<file path="config.mk">
export PLATFORM = sky130hd
export DESIGN_NAME = decode_stage
export DESIGN_NICKNAME = d
export VERILOG_FILES = /design/src/rtl/decode_stage.sv
export SDC_FILE = /design/constraint.sdc
export NUM_CORES = 1
export LEC_CHECK = 0
export CAP_MARGIN = 20
export CORE_MARGIN = 2
export CORE_UTILIZATION = 40
export DETAILED_ROUTE_END_ITERATION = 10
export PLACE_DENSITY = 0.73
export SLEW_MARGIN = 20
export SYNTH_ARGS = -nofsm -noshare
export SYNTH_HDL_FRONTEND = slang
export SYNTH_SLANG_ARGS = --single-unit
</file>
<file path="constraint.sdc">
create_clock -name clock -period 4.2 [get_ports clock]
set_input_delay 1.05 -clock clock [delete_from_list [all_inputs] [get_ports clock]]
set_output_delay 1.05 -clock clock [all_outputs]
set_load 0.01 [all_outputs]
</file>
<file path="src/rtl/decode_stage.sv">
// ----------------------------------------------------------------------------
// decode_stage
//   Registered, handshaked RV32I decode stage between fetch and execute.
//   The instruction word is decoded combinationally into a control bundle,
//   which is captured into a two-entry elastic buffer (main + skid entry).
//   Because of the skid entry, in_ready can be a register and the stage still
//   sustains one instruction per cycle.
//
// Ports
//   clock, reset          rising-edge clock, synchronous active-high reset
//   in_valid/in_ready     fetch handshake; in_ready == !skid_valid
//   in_instr, in_pc       instruction word and its PC
//   flush                 drop everything held plus any same-cycle input
//   out_valid/out_ready   execute handshake
//   out_pc, out_imm       bundle PC, sign-extended immediate (0 for R-type)
//   out_rs1/rs2/rd        register indices, 0 when the format lacks the field
//   out_alu_op            ADD=0 SUB=1 SLL=2 SLT=3 SLTU=4 XOR=5 SRL=6 SRA=7
//                         OR=8 AND=9
//   out_op1_sel           0=rs1, 1=PC
//   out_op2_sel           0=rs2, 1=imm
//   out_wb_sel            00=ALU 01=mem 10=PC+4 11=imm
//   out_rf_wr_en, out_mem_rd_en, out_mem_wr_en
//   out_funct3            raw funct3 (mem size / branch condition)
//   out_branch, out_jal, out_jalr, out_illegal
// ----------------------------------------------------------------------------
module decode_stage #(
    parameter int unsigned XLEN             = 32,
    parameter int unsigned ALU_OP_W         = 4,
    parameter bit          RD_ZERO_SUPPRESS = 1'b1
) (
    input  logic                clock,
    input  logic                reset,
    input  logic                in_valid,
    output logic                in_ready,
    input  logic [31:0]         in_instr,
    input  logic [XLEN-1:0]     in_pc,
    input  logic                flush,
    output logic                out_valid,
    input  logic                out_ready,
    output logic [XLEN-1:0]     out_pc,
    output logic [XLEN-1:0]     out_imm,
    output logic [4:0]          out_rs1,
    output logic [4:0]          out_rs2,
    output logic [4:0]          out_rd,
    output logic [ALU_OP_W-1:0] out_alu_op,
    output logic                out_op1_sel,
    output logic                out_op2_sel,
    output logic [1:0]          out_wb_sel,
    output logic                out_rf_wr_en,
    output logic                out_mem_rd_en,
    output logic                out_mem_wr_en,
    output logic [2:0]          out_funct3,
    output logic                out_branch,
    output logic                out_jal,
    output logic                out_jalr,
    output logic                out_illegal
);

    typedef enum logic [6:0] {
        OPC_LOAD   = 7'b0000011,
        OPC_OP_IMM = 7'b0010011,
        OPC_AUIPC  = 7'b0010111,
        OPC_STORE  = 7'b0100011,
        OPC_OP     = 7'b0110011,
        OPC_LUI    = 7'b0110111,
        OPC_BRANCH = 7'b1100011,
        OPC_JALR   = 7'b1100111,
        OPC_JAL    = 7'b1101111
    } opcode_e;

    typedef enum logic [3:0] {
        ALU_ADD  = 4'd0,
        ALU_SUB  = 4'd1,
        ALU_SLL  = 4'd2,
        ALU_SLT  = 4'd3,
        ALU_SLTU = 4'd4,
        ALU_XOR  = 4'd5,
        ALU_SRL  = 4'd6,
        ALU_SRA  = 4'd7,
        ALU_OR   = 4'd8,
        ALU_AND  = 4'd9
    } alu_e;

    typedef enum logic [1:0] {
        WB_ALU = 2'b00,
        WB_MEM = 2'b01,
        WB_PC4 = 2'b10,
        WB_IMM = 2'b11
    } wb_e;

    typedef struct packed {
        logic [XLEN-1:0] pc;
        logic [XLEN-1:0] imm;
        logic [4:0]      rs1;
        logic [4:0]      rs2;
        logic [4:0]      rd;
        alu_e            alu_op;
        logic            op1_sel;
        logic            op2_sel;
        wb_e             wb_sel;
        logic            rf_wr_en;
        logic            mem_rd_en;
        logic            mem_wr_en;
        logic [2:0]      funct3;
        logic            branch;
        logic            jal;
        logic            jalr;
        logic            illegal;
    } bundle_t;

    // funct3 -> ALU op for the register/immediate ALU groups; the funct7
    // qualifier (SUB/SRA) is applied by the caller.
    function automatic alu_e alu_from_funct3(input logic [2:0] f3);
        alu_e op;
        case (f3)
            3'd0:    op = ALU_ADD;
            3'd1:    op = ALU_SLL;
            3'd2:    op = ALU_SLT;
            3'd3:    op = ALU_SLTU;
            3'd4:    op = ALU_XOR;
            3'd5:    op = ALU_SRL;
            3'd6:    op = ALU_OR;
            default: op = ALU_AND;
        endcase
        return op;
    endfunction

    // ------------------------------------------------------------------
    // Combinational decode
    // ------------------------------------------------------------------
    logic [6:0]  opcode;
    logic [2:0]  funct3;
    logic [6:0]  funct7;
    logic [31:0] imm_i, imm_s, imm_b, imm_u, imm_j;

    assign opcode = in_instr[6:0];
    assign funct3 = in_instr[14:12];
    assign funct7 = in_instr[31:25];

    assign imm_i = {{20{in_instr[31]}}, in_instr[31:20]};
    assign imm_s = {{20{in_instr[31]}}, in_instr[31:25], in_instr[11:7]};
    assign imm_b = {{19{in_instr[31]}}, in_instr[31], in_instr[7],
                    in_instr[30:25], in_instr[11:8], 1'b0};
    assign imm_u = {in_instr[31:12], 12'h000};
    assign imm_j = {{11{in_instr[31]}}, in_instr[31], in_instr[19:12],
                    in_instr[20], in_instr[30:21], 1'b0};

    logic        use_rs1, use_rs2, use_rd, wr_fmt;
    logic        is_load, is_store, is_branch, is_jal, is_jalr;
    logic        dec_illegal, dec_op1_sel, dec_op2_sel;
    logic [31:0] dec_imm32;
    alu_e        dec_alu;
    wb_e         dec_wb;
    bundle_t     dec;

    always_comb begin
        use_rs1     = 1'b0;
        use_rs2     = 1'b0;
        use_rd      = 1'b0;
        wr_fmt      = 1'b0;
        is_load     = 1'b0;
        is_store    = 1'b0;
        is_branch   = 1'b0;
        is_jal      = 1'b0;
        is_jalr     = 1'b0;
        dec_illegal = 1'b0;
        dec_op1_sel = 1'b0;
        dec_op2_sel = 1'b0;
        dec_imm32   = '0;
        dec_alu     = ALU_ADD;
        dec_wb      = WB_ALU;

        case (opcode)
            OPC_OP: begin
                use_rs1 = 1'b1;
                use_rs2 = 1'b1;
                use_rd  = 1'b1;
                wr_fmt  = 1'b1;
                dec_alu = alu_from_funct3(funct3);
                if (funct7 == 7'h00) begin
                    dec_alu = alu_from_funct3(funct3);
                end else if (funct7 == 7'h20 && funct3 == 3'd0) begin
                    dec_alu = ALU_SUB;
                end else if (funct7 == 7'h20 && funct3 == 3'd5) begin
                    dec_alu = ALU_SRA;
                end else begin
                    dec_illegal = 1'b1;
                end
            end
            OPC_OP_IMM: begin
                use_rs1     = 1'b1;
                use_rd      = 1'b1;
                wr_fmt      = 1'b1;
                dec_op2_sel = 1'b1;
                dec_imm32   = imm_i;
                dec_alu     = alu_from_funct3(funct3);
                // Only the shift forms constrain imm[11:5].
                if (funct3 == 3'd1 && funct7 != 7'h00) begin
                    dec_illegal = 1'b1;
                end
                if (funct3 == 3'd5) begin
                    if (funct7 == 7'h20) begin
                        dec_alu = ALU_SRA;
                    end else if (funct7 != 7'h00) begin
                        dec_illegal = 1'b1;
                    end
                end
            end
            OPC_LOAD: begin
                use_rs1     = 1'b1;
                use_rd      = 1'b1;
                wr_fmt      = 1'b1;
                is_load     = 1'b1;
                dec_op2_sel = 1'b1;
                dec_imm32   = imm_i;
                dec_wb      = WB_MEM;
                if (funct3 == 3'd3 || funct3 == 3'd6 || funct3 == 3'd7) begin
                    dec_illegal = 1'b1;
                end
            end
            OPC_STORE: begin
                use_rs1     = 1'b1;
                use_rs2     = 1'b1;
                is_store    = 1'b1;
                dec_op2_sel = 1'b1;
                dec_imm32   = imm_s;
                if (funct3 > 3'd2) begin
                    dec_illegal = 1'b1;
                end
            end
            OPC_BRANCH: begin
                use_rs1   = 1'b1;
                use_rs2   = 1'b1;
                is_branch = 1'b1;
                dec_imm32 = imm_b;
                dec_alu   = ALU_SUB;
                if (funct3 == 3'd2 || funct3 == 3'd3) begin
                    dec_illegal = 1'b1;
                end
            end
            OPC_JAL: begin
                use_rd      = 1'b1;
                wr_fmt      = 1'b1;
                is_jal      = 1'b1;
                dec_op1_sel = 1'b1;
                dec_op2_sel = 1'b1;
                dec_imm32   = imm_j;
                dec_wb      = WB_PC4;
            end
            OPC_JALR: begin
                use_rs1     = 1'b1;
                use_rd      = 1'b1;
                wr_fmt      = 1'b1;
                is_jalr     = 1'b1;
                dec_op2_sel = 1'b1;
                dec_imm32   = imm_i;
                dec_wb      = WB_PC4;
                if (funct3 != 3'd0) begin
                    dec_illegal = 1'b1;
                end
            end
            OPC_LUI: begin
                use_rd      = 1'b1;
                wr_fmt      = 1'b1;
                dec_op2_sel = 1'b1;
                dec_imm32   = imm_u;
                dec_wb      = WB_IMM;
            end
            OPC_AUIPC: begin
                use_rd      = 1'b1;
                wr_fmt      = 1'b1;
                dec_op1_sel = 1'b1;
                dec_op2_sel = 1'b1;
                dec_imm32   = imm_u;
            end
            default: begin
                dec_illegal = 1'b1;
            end
        endcase
    end

    always_comb begin
        dec           = '0;
        dec.pc        = in_pc;
        dec.imm       = XLEN'($signed(dec_imm32));
        dec.rs1       = use_rs1 ? in_instr[19:15] : 5'd0;
        dec.rs2       = use_rs2 ? in_instr[24:20] : 5'd0;
        dec.rd        = use_rd  ? in_instr[11:7]  : 5'd0;
        dec.alu_op    = dec_alu;
        dec.op1_sel   = dec_op1_sel;
        dec.op2_sel   = dec_op2_sel;
        dec.wb_sel    = dec_wb;
        dec.funct3    = funct3;
        dec.illegal   = dec_illegal;
        // Side-effecting enables are squashed for illegal instructions so
        // execute can treat them as bubbles that still carry a PC.
        dec.rf_wr_en  = wr_fmt & ~dec_illegal &
                        ~(RD_ZERO_SUPPRESS && in_instr[11:7] == 5'd0);
        dec.mem_rd_en = is_load   & ~dec_illegal;
        dec.mem_wr_en = is_store  & ~dec_illegal;
        dec.branch    = is_branch & ~dec_illegal;
        dec.jal       = is_jal    & ~dec_illegal;
        dec.jalr      = is_jalr   & ~dec_illegal;
    end

    // ------------------------------------------------------------------
    // Two-entry elastic buffer: M drives the outputs, S catches the one
    // instruction that arrives while M is stalled.
    // ------------------------------------------------------------------
    bundle_t m_q, m_d, s_q, s_d;
    logic    m_valid_q, m_valid_d, s_valid_q, s_valid_d, in_ready_q;
    logic    accept, consume;

    assign accept  = in_valid & in_ready_q & ~flush;
    assign consume = m_valid_q & out_ready;

    always_comb begin
        m_d       = m_q;
        s_d       = s_q;
        m_valid_d = m_valid_q;
        s_valid_d = s_valid_q;
        if (flush) begin
            m_valid_d = 1'b0;
            s_valid_d = 1'b0;
        end else if (accept) begin
            // in_ready is low whenever S is full, so an accept never has to
            // move S into M at the same time.
            if (!m_valid_q || consume) begin
                m_d       = dec;
                m_valid_d = 1'b1;
            end else begin
                s_d       = dec;
                s_valid_d = 1'b1;
            end
        end else if (consume) begin
            if (s_valid_q) begin
                m_d       = s_q;
                s_valid_d = 1'b0;
            end else begin
                m_valid_d = 1'b0;
            end
        end
    end

    always_ff @(posedge clock) begin
        if (reset) begin
            m_q        <= '0;
            s_q        <= '0;
            m_valid_q  <= 1'b0;
            s_valid_q  <= 1'b0;
            in_ready_q <= 1'b1;
        end else begin
            m_q        <= m_d;
            s_q        <= s_d;
            m_valid_q  <= m_valid_d;
            s_valid_q  <= s_valid_d;
            in_ready_q <= ~s_valid_d;
        end
    end

    assign in_ready      = in_ready_q;
    assign out_valid     = m_valid_q;
    assign out_pc        = m_q.pc;
    assign out_imm       = m_q.imm;
    assign out_rs1       = m_q.rs1;
    assign out_rs2       = m_q.rs2;
    assign out_rd        = m_q.rd;
    assign out_alu_op    = ALU_OP_W'(m_q.alu_op);
    assign out_op1_sel   = m_q.op1_sel;
    assign out_op2_sel   = m_q.op2_sel;
    assign out_wb_sel    = m_q.wb_sel;
    assign out_rf_wr_en  = m_q.rf_wr_en;
    assign out_mem_rd_en = m_q.mem_rd_en;
    assign out_mem_wr_en = m_q.mem_wr_en;
    assign out_funct3    = m_q.funct3;
    assign out_branch    = m_q.branch;
    assign out_jal       = m_q.jal;
    assign out_jalr      = m_q.jalr;
    assign out_illegal   = m_q.illegal;

endmodule
</file>
==> metrics.txt, run 1 <==
# TYPE chip_impl_metric gauge
chip_impl_metric{name="power.density_cell_area",unit="mW/mm²"} 376
chip_impl_metric{name="nets",unit=""} 1262
chip_impl_metric{name="regArea",unit="mm²"} 0.00394
chip_impl_metric{name="synthesis.instances",unit=""} 1082
chip_impl_metric{name="vias_per_cell",unit=""} 5.42
chip_impl_metric{name="crit_cells",unit=""} 6
chip_impl_info{name="timing.critical_path.from_type",value="input port"} 1
chip_impl_metric{name="hold_buffers",unit=""} 0
chip_impl_metric{name="timing.hold.worst_path_depth",unit=""} 2
chip_impl_metric{name="post-place-ws",unit="ps"} 772
chip_impl_metric{name="number_of_buffers_on_the_longest_clock_path",unit=""} 2
chip_impl_metric{name="hold_slack_final",unit="ps"} 455
chip_impl_info{name="layout.cells.most_common",value="sky130_fd_sc_hd__nand2_1"} 1
chip_impl_metric{name="worst-r2r-cell-count",unit=""} 7
chip_impl_metric{name="timing.final.setup_violations",unit=""} 0
chip_impl_metric{name="worst_case_headroom_to_the_max_slew_limit",unit="%"} 42.1
chip_impl_metric{name="global_route.usage.total",unit="%"} 22.0
chip_impl_metric{name="hold_viol_final",unit=""} 0
chip_impl_metric{name="first_global_vias",unit=""} 7278
chip_impl_metric{name="cts_made_buffers",unit=""} 17
chip_impl_info{name="cts_root_buf",value="sky130_fd_sc_hd__clkbuf_16"} 1
chip_impl_metric{name="max_stage_delay",unit="ps"} 650
chip_impl_metric{name="fp.dieArea",unit="mm²"} 0.0219
chip_impl_metric{name="route.antenna.remaining_nets",unit=""} 0
chip_impl_metric{name="antenna_violations_before_repair",unit=""} 0
chip_impl_metric{name="clock-skew-final",unit="ps"} 10.7
chip_impl_metric{name="ys_warn_count",unit=""} 0
chip_impl_metric{name="comb_power_share",unit="%"} 11.6
chip_impl_metric{name="synthesis.nets",unit=""} 1151
chip_impl_metric{name="shortest_period_the_worst_path_allows",unit="ps"} 3010
chip_impl_metric{name="drt-initial-drc-count",unit=""} 601
chip_impl_metric{name="antenna-diode-count",unit=""} 0
chip_impl_info{name="outcome",value="finished clean"} 1
chip_impl_info{name="worst_path_dominant_cell_family",value="simple AND/OR/NAND/NOR gates"} 1
chip_impl_metric{name="p_int",unit="mW"} 2.99
chip_impl_info{name="hold_path_class",value="reg2reg"} 1
chip_impl_info{name="layout_common_cells",value="sky130_fd_sc_hd__nand2_1 (242), sky130_fd_sc_hd__dfxtp_1 (197), sky130_fd_sc_hd__clkdlybuf4s50_1 (166)"} 1
chip_impl_metric{name="routed-via-count",unit=""} 7995
chip_impl_metric{name="pwr-share-seq",unit="%"} 48.3
chip_impl_info{name="critical_path.endpoint_type",value="flop"} 1
chip_impl_metric{name="postCtsResizedCells",unit=""} 0
chip_impl_metric{name="synth_enable_flop_cells",unit=""} 0
chip_impl_metric{name="final_total_negative_setup_slack",unit="ps"} 0
chip_impl_metric{name="design.core.area",unit="mm²"} 0.0203
chip_impl_info{name="synth_flop_cell",value="sky130_fd_sc_hd__dfxtp_1"} 1
chip_impl_metric{name="drive_above_1_share",unit="%"} 5.31
chip_impl_metric{name="maxSlewViolCount",unit=""} 0
chip_impl_info{name="critPathSlowestCell",value="sky130_fd_sc_hd__nor3b_1"} 1
chip_impl_metric{name="postCtsSetupRepairBufs",unit=""} 0
chip_impl_metric{name="cp_data_arrival_time",unit="ps"} 3350
chip_impl_metric{name="fillers",unit=""} 1916
chip_impl_metric{name="dpl.hpwl",unit="µm"} 15600
chip_impl_metric{name="place.port_buffers",unit=""} 167
chip_impl_metric{name="clkSinkCount",unit=""} 197
chip_impl_metric{name="grt_max_degree",unit=""} 123
chip_impl_metric{name="clock_insertion_delay_worst_skew",unit="ps"} 430
chip_impl_metric{name="net_switching_fraction_of_the_power",unit="%"} 25.7
chip_impl_metric{name="detail_route.wirelength",unit="µm"} 24100
chip_impl_metric{name="rows",unit=""} 52
chip_impl_metric{name="ioPinCount",unit=""} 168
chip_impl_info{name="critical_path.cell_chain",value="clkdlybuf4s50_1 > nand4bb_1 > nor3b_1 > a21o_1 > nand3_1 > a211oi_1"} 1
chip_impl_metric{name="postSynth.asyncResetShare",unit="%"} 0
chip_impl_metric{name="vdd.ir_drop.worst",unit="mV"} 0.272
chip_impl_metric{name="power.net_switching",unit="mW"} 1.04
chip_impl_metric{name="postLayoutSetupSlackWorst",unit="ps"} 1190
chip_impl_metric{name="place_congestion",unit=""} 0.882
chip_impl_metric{name="cts_htree_levels",unit=""} 4
chip_impl_info{name="cts_tree",value="yes"} 1
chip_impl_metric{name="die_w",unit="µm"} 148
chip_impl_metric{name="clk_pin_slew_worst_paths",unit="ps"} 70
chip_impl_metric{name="leakage",unit="nW"} 3.49
chip_impl_metric{name="residual_drc",unit=""} 0
chip_impl_metric{name="clkPwrFrac",unit="%"} 40.0
chip_impl_metric{name="initial_utilization",unit="%"} 40.9
chip_impl_metric{name="overflow",unit=""} 0
chip_impl_metric{name="part_of_the_yosys_area_used_for_sequential_elements",unit="%"} 47.6
chip_impl_metric{name="total_iterations_of_the_first_detailed_routing_run",unit=""} 5
chip_impl_metric{name="drv_cap",unit=""} 0
chip_impl_metric{name="final_util",unit="%"} 52.8
chip_impl_metric{name="finalPower",unit="mW"} 4.03
chip_impl_metric{name="grt_pass1_wl",unit="µm"} 38800
chip_impl_metric{name="worst-endpoint-required",unit="ps"} 4540
chip_impl_metric{name="avg_synthesized_cell_area",unit="µm²"} 7.66
chip_impl_metric{name="multi_input_comb_area",unit="mm²"} 0.00392
chip_impl_metric{name="synth_to_final_area_change",unit="%"} 29.3
chip_impl_metric{name="layout_worst_path_cycle_share",unit="%"} 71.7
chip_impl_info{name="rsz0062_at_grt",value="false"} 1
chip_impl_metric{name="syn_area",unit="mm²"} 0.00829
chip_impl_metric{name="post_drt_wl_per_cell",unit="µm"} 16.3
chip_impl_metric{name="synth_cell_type_count",unit=""} 45
chip_impl_info{name="path_class",value="in2reg"} 1
chip_impl_metric{name="synth.ff_latch_count",unit=""} 197
chip_impl_metric{name="clock.fmax",unit="GHz"} 0.332
chip_impl_metric{name="die_outline_height",unit="µm"} 148
chip_impl_metric{name="worst_slew_pin_slew",unit="ps"} 846
chip_impl_metric{name="cp_num_buf_inv",unit=""} 1
chip_impl_metric{name="crit_path_max_fanout",unit=""} 10
==> cell usage after synthesis, types with 2 or more instances <==
library cell                instances  share of area, %
sky130_fd_sc_hd__a2111oi_0          3              0.32
sky130_fd_sc_hd__a211oi_1          44               4.0
sky130_fd_sc_hd__a21o_1             2              0.18
sky130_fd_sc_hd__a21oi_1          121               7.3
sky130_fd_sc_hd__a221oi_1           4              0.42
sky130_fd_sc_hd__a22oi_1           13               1.2
sky130_fd_sc_hd__a311oi_1          47               5.0
sky130_fd_sc_hd__a31oi_1            3              0.23
sky130_fd_sc_hd__and2_1             2              0.15
sky130_fd_sc_hd__and3_1             7              0.53
sky130_fd_sc_hd__buf_1              8              0.36
sky130_fd_sc_hd__buf_2              6              0.36
sky130_fd_sc_hd__buf_4              2              0.18
sky130_fd_sc_hd__buf_6              4              0.54
sky130_fd_sc_hd__clkbuf_1          78               3.5
sky130_fd_sc_hd__dfxtp_1          197                48
sky130_fd_sc_hd__inv_1             10              0.45
sky130_fd_sc_hd__nand2_1          242                11
sky130_fd_sc_hd__nand2b_1           4              0.30
sky130_fd_sc_hd__nand3_1           42               2.5
sky130_fd_sc_hd__nand4_1            5              0.38
sky130_fd_sc_hd__nor2_1           131               5.9
sky130_fd_sc_hd__nor2b_1            3              0.23
sky130_fd_sc_hd__nor3_1            10              0.60
sky130_fd_sc_hd__nor3b_1            2              0.18
sky130_fd_sc_hd__nor4_1             2              0.15
sky130_fd_sc_hd__o211ai_1           3              0.27
sky130_fd_sc_hd__o21a_1             2              0.18
sky130_fd_sc_hd__o21ai_0           56               3.4
sky130_fd_sc_hd__o22ai_1            8              0.60
sky130_fd_sc_hd__or2_2              2              0.15
sky130_fd_sc_hd__or3_1              4              0.30
sky130_fd_sc_hd__or4_1              3              0.27
==> worst register-to-register path, stage by stage (launching register included) <==
cell and delay, ps:
sky130_fd_sc_hd__dfxtp_1 310, sky130_fd_sc_hd__nand2_1 280, sky130_fd_sc_hd__or2_2 750, sky130_fd_sc_hd__buf_4 400
sky130_fd_sc_hd__nand2_1 80, sky130_fd_sc_hd__o211ai_1 80, sky130_fd_sc_hd__o21ai_0 110, sky130_fd_sc_hd__nor2_1 110
==> final timing paths <==
| path | startpoint | endpoint | slack, ps |
|---|---|---|---|
| worst min-delay path | s_q[93] | s_q[93] | 450 |
| worst max-delay path | in_instr[1] | out_rs2[2] | 1190 |
| worst min register to register | s_q[93] | s_q[93] | 450 |
| worst max register to register | in_ready | out_jal | 2000 |
==> per-layer routing <==
metal	global-route usage (%)	vias to the layer above	wire [µm]
li1	-	3983	-
met1	30.5	3651	10800
met2	33.4	309	10800
met3	3.67	52	1530
met4	10.4	0	941
met5	0	-	0
==> state kept, by name (all words and copies together) (netlist names), 2 cells and up <==
name	count
s_q	97
out_imm	32
out_pc	32
out_rd	5
out_rs1	5
out_rs2	5
out_alu_op	4
out_funct3	3
out_wb_sel	2
==> final cells by class <==
class                   count  area share [%]
flip-flops and latches    197            36.8
multi-input cells         776            36.5
repair buffers            191            17.8
clock buffers              21            4.29
well taps                 270            3.15
clock inverters            11            1.09
inverters                  10           0.350
==> through the flow <==
stage               area [µm²]  std cells
finish                   10700       1476
floorplan                 8290       1082
detailed placement       10100       1444
global placement         10100       1444
CTS                      10700       1476
global route             10700       1476
==> power groups by stage <==
stage / clock network (mW) / registers (mW) / logic [mW]
after global routing: 1.73 / 1.95 / 0.510
after detailed placement: 0 / 1.99 / 0.468
final: 1.61 / 1.95 / 0.469
after global placement: 0 / 1.99 / 0.467
after CTS: 1.66 / 1.95 / 0.470
after floorplan: 0 / 2.01 / 0.201
==> cells by family (layout without fill, tap and decap cells) <==
kind of cell	after synthesis	count (layout)	synth area share [%]
flip-flops	197	197	47.6
buffers and inverters	109	233	5.54
multiplexers	2	2	0.256
AO/OA/AOI/OAI	311	311	23.5
AND/OR/NAND/NOR	462	462	23.0
XOR/XNOR	1	1	0.106
(Power assumes the default switching activity.)
==> inputs of run 2 (changes only) <==
clock period = 2.9 ns   (was 4.2 ns; I/O delays follow)
==> metrics.txt, run 2 (synthesized netlist as in run 1, its figures left out) <==
# TYPE chip_impl_metric gauge
chip_impl_metric{name="rows",unit=""} 52
chip_impl_metric{name="routed-via-count",unit=""} 8182
chip_impl_metric{name="postCtsSetupRepairBufs",unit=""} 0
chip_impl_metric{name="clkSinkCount",unit=""} 197
chip_impl_metric{name="drv_cap",unit=""} 0
chip_impl_metric{name="place_congestion",unit=""} 0.922
chip_impl_metric{name="detail_route.wirelength",unit="µm"} 25000
chip_impl_metric{name="number_of_flip_flops_in_the_largest_register",unit=""} 97
chip_impl_metric{name="vdd.ir_drop.worst",unit="mV"} 0.399
chip_impl_metric{name="antenna_violations_before_repair",unit=""} 0
chip_impl_metric{name="dpl.hpwl",unit="µm"} 16500
chip_impl_info{name="hold_path_class",value="reg2reg"} 1
chip_impl_metric{name="leakage",unit="nW"} 3.72
chip_impl_info{name="layout_common_cells",value="sky130_fd_sc_hd__nand2_1 (242), sky130_fd_sc_hd__dfxtp_1 (197), sky130_fd_sc_hd__clkdlybuf4s50_1 (166)"} 1
chip_impl_metric{name="global_route.usage.total",unit="%"} 22.6
chip_impl_metric{name="number_of_buffers_on_the_longest_clock_path",unit=""} 2
chip_impl_info{name="layout.cells.most_common",value="sky130_fd_sc_hd__nand2_1"} 1
chip_impl_metric{name="worst-endpoint-required",unit="ps"} 3230
chip_impl_metric{name="grt_max_degree",unit=""} 174
chip_impl_metric{name="synth_to_final_area_change",unit="%"} 34.1
chip_impl_info{name="crit_start",value="in_instr[31]"} 1
chip_impl_metric{name="max_stage_delay",unit="ps"} 580
chip_impl_metric{name="residual_drc",unit=""} 0
chip_impl_metric{name="final_design_area_no_fill",unit="mm²"} 0.0111
chip_impl_info{name="largest-register",value="s_q"} 1
chip_impl_metric{name="ioPinCount",unit=""} 168
chip_impl_metric{name="drt-initial-drc-count",unit=""} 648
chip_impl_metric{name="postCtsResizedCells",unit=""} 0
chip_impl_metric{name="worst-r2r-cell-count",unit=""} 6
chip_impl_metric{name="fp.dieArea",unit="mm²"} 0.0219
chip_impl_metric{name="hold_viol_final",unit=""} 0
chip_impl_metric{name="cts_made_buffers",unit=""} 17
chip_impl_metric{name="crit_path_max_fanout",unit=""} 4
chip_impl_info{name="critical_path.endpoint",value="out_illegal"} 1
chip_impl_metric{name="cp_data_arrival_time",unit="ps"} 2890
chip_impl_info{name="rsz0062_at_grt",value="false"} 1
chip_impl_metric{name="hold_buffers",unit=""} 0
chip_impl_info{name="path_class",value="in2reg"} 1
chip_impl_info{name="outcome",value="finished clean"} 1
chip_impl_metric{name="total_iterations_of_the_first_detailed_routing_run",unit=""} 5
chip_impl_metric{name="worst_case_headroom_to_the_max_slew_limit",unit="%"} 40.6
chip_impl_metric{name="drive_above_1_share",unit="%"} 8.14
chip_impl_metric{name="clk_pin_slew_worst_paths",unit="ps"} 70
chip_impl_metric{name="total_placed_cells_including_tap_cells",unit=""} 1480
chip_impl_metric{name="clock.fmax",unit="GHz"} 0.392
chip_impl_metric{name="post_layout_nonfiller_instances",unit=""} 1511
chip_impl_info{name="timing.rr.start",value="in_ready"} 1
chip_impl_info{name="cts_root_buf",value="sky130_fd_sc_hd__clkbuf_16"} 1
chip_impl_info{name="cpMostUsedCell",value="sky130_fd_sc_hd__or4_1"} 1
chip_impl_info{name="reg2reg_to",value="out_imm[22]"} 1
chip_impl_metric{name="worst_slew_pin_slew",unit="ps"} 891
chip_impl_info{name="timing.critical_path.from_type",value="input port"} 1
chip_impl_metric{name="grt_pass1_wl",unit="µm"} 39900
chip_impl_metric{name="maxSlewViolCount",unit=""} 0
chip_impl_info{name="critPathSlowestCell",value="sky130_fd_sc_hd__or4_1"} 1
chip_impl_metric{name="nets",unit=""} 1298
chip_impl_metric{name="design.core.area",unit="mm²"} 0.0203
chip_impl_metric{name="timing.final.setup_violations",unit=""} 0
chip_impl_metric{name="vias_per_cell",unit=""} 5.41
chip_impl_metric{name="place.port_buffers",unit=""} 167
chip_impl_metric{name="post_drt_wl_per_cell",unit="µm"} 16.5
chip_impl_metric{name="finalPower",unit="mW"} 6.05
chip_impl_info{name="critical_path.endpoint_type",value="flop"} 1
chip_impl_metric{name="dpl_cell_area",unit="mm²"} 0.0105
chip_impl_metric{name="die_w",unit="µm"} 148
chip_impl_metric{name="antenna-diode-count",unit=""} 0
chip_impl_metric{name="first_global_vias",unit=""} 7512
chip_impl_metric{name="clock_insertion_delay_worst_skew",unit="ps"} 440
chip_impl_metric{name="final_util",unit="%"} 54.8
chip_impl_metric{name="die_outline_height",unit="µm"} 148
chip_impl_metric{name="route.antenna.remaining_nets",unit=""} 0
chip_impl_info{name="cts_tree",value="yes"} 1
chip_impl_metric{name="r2r_slack",unit="ps"} 890
chip_impl_metric{name="power.density_cell_area",unit="mW/mm²"} 544
chip_impl_metric{name="layout_worst_path_cycle_share",unit="%"} 88.1
chip_impl_metric{name="initial_utilization",unit="%"} 40.9
chip_impl_metric{name="clock-skew-final",unit="ps"} 10.6
chip_impl_metric{name="cts_htree_levels",unit=""} 4
chip_impl_info{name="critical_path.cell_chain",value="clkdlybuf4s50_1 > or4_1 > or4_1 > a21oi_1 > a311o_2 > a31oi_1 > a21o_1"} 1
chip_impl_metric{name="shortest_period_the_worst_path_allows",unit="ps"} 2550
chip_impl_metric{name="overflow",unit=""} 0
[run 2: cell count changes in the layout (fill, tap and decap cells not counted), sizes merged]
cell	delta
clkinvlp	-1
bufinv	+2
inv	+1
clkinv	+1
buf	+36
clkbuf	-4
[run 2: per-layer routing]
metal,global-route usage [%],vias to the layer above,share of wire (%),wire (µm)
met4,7.43,0,2.0,510
met5,0,-,0,0
met1,30.3,3804,44,11000
met3,4.20,24,6.2,1540
met2,36.9,304,48,11900
li1,-,4050,-,-
[run 2: metrics by stage]
stage                     hold slack [ps]  TNS [ps]  setup WS, ps
final                                 454         0           346
after global routing                  469         0           206
after CTS                             455         0           369
after detailed placement              441      -195         -90.0
after global placement                437     -35.0         -27.7
after floorplan                       432         0           559
[run 2: worst min path at each step]
stage / cells past startpoint / slack [ps] / end / from
after floorplan: 2 / 430 / s_q[9] / s_q[9]
final: 2 / 450 / s_q[8] / s_q[8]
after detailed placement: 2 / 440 / out_imm[24] / out_imm[24]
after CTS: 2 / 460 / s_q[8] / s_q[8]
after global placement: 2 / 440 / out_imm[18] / out_imm[18]
after global routing: 2 / 470 / s_q[11] / s_q[11]
[run 2: layout make-up]
class | count | area, µm²
flip-flops and latches | 197 | 3940
well taps | 270 | 338
clock inverters | 14 | 189
clock buffers | 17 | 425
repair buffers | 227 | 2270
inverters | 10 | 37.5
fillers | 1917 | 9180
multi-input cells | 776 | 3920
[run 2: critical path, delay by kind of cell]
kind | cells | cell delay, ps
AOI/OAI and AO/OA | 4 | 580
and+or+nand+nor | 2 | 1080
buffers and inverters | 1 | 500
[run 2: report_power, final]
part	leakage (nW)	switching, mW	internal, mW
Sequential	1.60	0.0426	2.78
Combinational	1.82	0.390	0.339
Clock	0.300	1.11	1.38
==> inputs of run 3 (changes only) <==
CORE_MARGIN = 3   (was 2)
==> metrics.txt, run 3 (synthesized netlist as in run 1, its figures left out) <==
# TYPE chip_impl_metric gauge
chip_impl_metric{name="clock_insertion_delay_worst_skew",unit="ps"} 430
chip_impl_metric{name="route.antenna.remaining_nets",unit=""} 0
chip_impl_info{name="hold_path_class",value="reg2reg"} 1
chip_impl_metric{name="total_iterations_of_the_first_detailed_routing_run",unit=""} 5
chip_impl_metric{name="initial_utilization",unit="%"} 40.9
chip_impl_info{name="largest-register",value="s_q"} 1
chip_impl_metric{name="synth_to_final_area_change",unit="%"} 32.9
chip_impl_metric{name="regArea",unit="mm²"} 0.00394
chip_impl_metric{name="drive_above_1_share",unit="%"} 7.91
chip_impl_metric{name="clock-skew-final",unit="ps"} 8.42
chip_impl_metric{name="design.core.area",unit="mm²"} 0.0203
chip_impl_metric{name="crit_path_max_fanout",unit=""} 4
chip_impl_metric{name="grt_use_met2",unit="%"} 34.4
chip_impl_metric{name="hold_slack_final",unit="ps"} 454
chip_impl_metric{name="fp.dieArea",unit="mm²"} 0.0225
chip_impl_metric{name="postCtsSetupRepairBufs",unit=""} 0
chip_impl_info{name="top_usage_layer",value="met2"} 1
chip_impl_metric{name="worst_case_headroom_to_the_max_slew_limit",unit="%"} 37.7
chip_impl_metric{name="grt_pass1_wl",unit="µm"} 39300
chip_impl_info{name="layout.cells.most_common",value="sky130_fd_sc_hd__nand2_1"} 1
chip_impl_metric{name="first_global_vias",unit=""} 7486
chip_impl_metric{name="detail_route.wirelength",unit="µm"} 24700
chip_impl_metric{name="final_design_area_no_fill",unit="mm²"} 0.0110
chip_impl_metric{name="final_total_negative_setup_slack",unit="ps"} 0
chip_impl_metric{name="layout_worst_path_cycle_share",unit="%"} 87.4
chip_impl_metric{name="drv_cap",unit=""} 0
chip_impl_metric{name="worst_slew_pin_slew",unit="ps"} 935
chip_impl_metric{name="die_w",unit="µm"} 150
chip_impl_info{name="timing.rr.start",value="out_valid"} 1
chip_impl_metric{name="vias_per_cell",unit=""} 5.44
chip_impl_metric{name="leakage",unit="nW"} 3.67
chip_impl_metric{name="place_congestion",unit=""} 0.900
chip_impl_metric{name="shortest_period_the_worst_path_allows",unit="ps"} 2540
chip_impl_metric{name="timing.hold.worst_path_depth",unit=""} 2
chip_impl_info{name="reg2reg_to",value="s_q[55]"} 1
chip_impl_metric{name="antenna_violations_before_repair",unit=""} 0
chip_impl_metric{name="clk_pin_slew_worst_paths",unit="ps"} 70
chip_impl_metric{name="nets",unit=""} 1295
chip_impl_metric{name="routed-via-count",unit=""} 8207
chip_impl_metric{name="total_placed_cells_including_tap_cells",unit=""} 1477
chip_impl_info{name="rsz0062_at_grt",value="false"} 1
chip_impl_info{name="layout_common_cells",value="sky130_fd_sc_hd__nand2_1 (242), sky130_fd_sc_hd__dfxtp_1 (197), sky130_fd_sc_hd__clkdlybuf4s50_1 (166)"} 1
chip_impl_metric{name="grt_max_degree",unit=""} 75
chip_impl_info{name="timing.critical_path.from_type",value="input port"} 1
chip_impl_metric{name="post_layout_nonfiller_instances",unit=""} 1509
chip_impl_metric{name="postLayoutSetupSlackWorst",unit="ps"} 364
chip_impl_metric{name="drt-initial-drc-count",unit=""} 648
chip_impl_metric{name="clock.fmax",unit="GHz"} 0.394
chip_impl_metric{name="cp_data_arrival_time",unit="ps"} 2870
chip_impl_metric{name="clkSinkCount",unit=""} 197
chip_impl_info{name="worst_hold_path_endpoint",value="out_imm[16]"} 1
chip_impl_metric{name="multi_input_comb_area",unit="mm²"} 0.00392
chip_impl_metric{name="m3_gr_usage",unit="%"} 3.97
chip_impl_metric{name="hold_viol_final",unit=""} 0
chip_impl_metric{name="place.port_buffers",unit=""} 167
chip_impl_metric{name="worst-r2r-cell-count",unit=""} 4
chip_impl_metric{name="finalPower",unit="mW"} 5.82
chip_impl_metric{name="die_outline_height",unit="µm"} 150
chip_impl_metric{name="residual_drc",unit=""} 0
chip_impl_info{name="outcome",value="finished clean"} 1
chip_impl_metric{name="groute.layer.met1.usage",unit="%"} 28.9
chip_impl_info{name="path_class",value="in2reg"} 1
chip_impl_metric{name="fillers",unit=""} 1947
chip_impl_metric{name="dpl_cell_area",unit="mm²"} 0.0105
chip_impl_metric{name="global_route.usage.total",unit="%"} 21.7
chip_impl_info{name="cts_tree",value="yes"} 1
chip_impl_metric{name="ioPinCount",unit=""} 168
chip_impl_info{name="critical_path.endpoint_type",value="flop"} 1
chip_impl_metric{name="worst-endpoint-required",unit="ps"} 3230
chip_impl_metric{name="post-place-ws",unit="ps"} -78.8
chip_impl_metric{name="timing.final.setup_violations",unit=""} 0
chip_impl_metric{name="final_util",unit="%"} 54.3
chip_impl_metric{name="cts_htree_levels",unit=""} 4
chip_impl_metric{name="dpl.hpwl",unit="µm"} 16600
chip_impl_metric{name="overflow",unit=""} 0
chip_impl_metric{name="number_of_buffers_on_the_longest_clock_path",unit=""} 2
chip_impl_metric{name="r2r_slack",unit="ps"} 860
chip_impl_metric{name="postCtsResizedCells",unit=""} 0
chip_impl_info{name="min_from",value="out_imm[16]"} 1
chip_impl_metric{name="cts_made_buffers",unit=""} 17
chip_impl_info{name="cts_root_buf",value="sky130_fd_sc_hd__clkbuf_16"} 1
chip_impl_metric{name="maxSlewViolCount",unit=""} 0
chip_impl_metric{name="antenna-diode-count",unit=""} 0
chip_impl_metric{name="number_of_flip_flops_in_the_largest_register",unit=""} 97
chip_impl_metric{name="rows",unit=""} 52
chip_impl_metric{name="hold_buffers",unit=""} 0
chip_impl_metric{name="post_drt_wl_per_cell",unit="µm"} 16.3
chip_impl_metric{name="vdd.ir_drop.worst",unit="mV"} 0.378
chip_impl_metric{name="power.density_cell_area",unit="mW/mm²"} 528
run 3: how the worst max path moves through the flow:
stage                       end  slack [ps]    startpoint  cells after the start
finish              out_illegal         360  in_instr[31]                      7
detailed placement  out_illegal         -80  in_instr[31]                      7
CTS                 out_illegal         380  in_instr[31]                      7
global route            s_q[54]         210   in_instr[4]                      6
global placement    out_illegal         -30  in_instr[31]                      7
floorplan           out_illegal         560  in_instr[31]                      6
run 3: metal layers:
metal  up-vias  routed length [µm]
met5         -                   0
met4         0                 799
met3        45                1370
met2       233               11400
met1      3878               11100
li1       4051                   -
run 3: final cells by class:
cell class                 instances  area share [%]
inverter                          10           0.341
sequential                       197            35.8
multi-input combinational        776            35.5
clock buffer                      19            4.02
timing repair buffer             224            20.2
clock inverter                    13            1.11
tap                              270            3.06
run 3: power breakdown:
group | internal (mW) | switching (mW)
Sequential | 2.78 | 0.0410
Clock | 1.22 | 1.06
Combinational | 0.332 | 0.385
run 3: worst max-delay path, cell delays in order:
cell	delay, ps
sky130_fd_sc_hd__clkdlybuf4s50_1	490
sky130_fd_sc_hd__or4_1	580
sky130_fd_sc_hd__or4_1	490
sky130_fd_sc_hd__a21oi_1	150
sky130_fd_sc_hd__a311o_2	170
sky130_fd_sc_hd__a31oi_1	90
sky130_fd_sc_hd__a21o_1	150
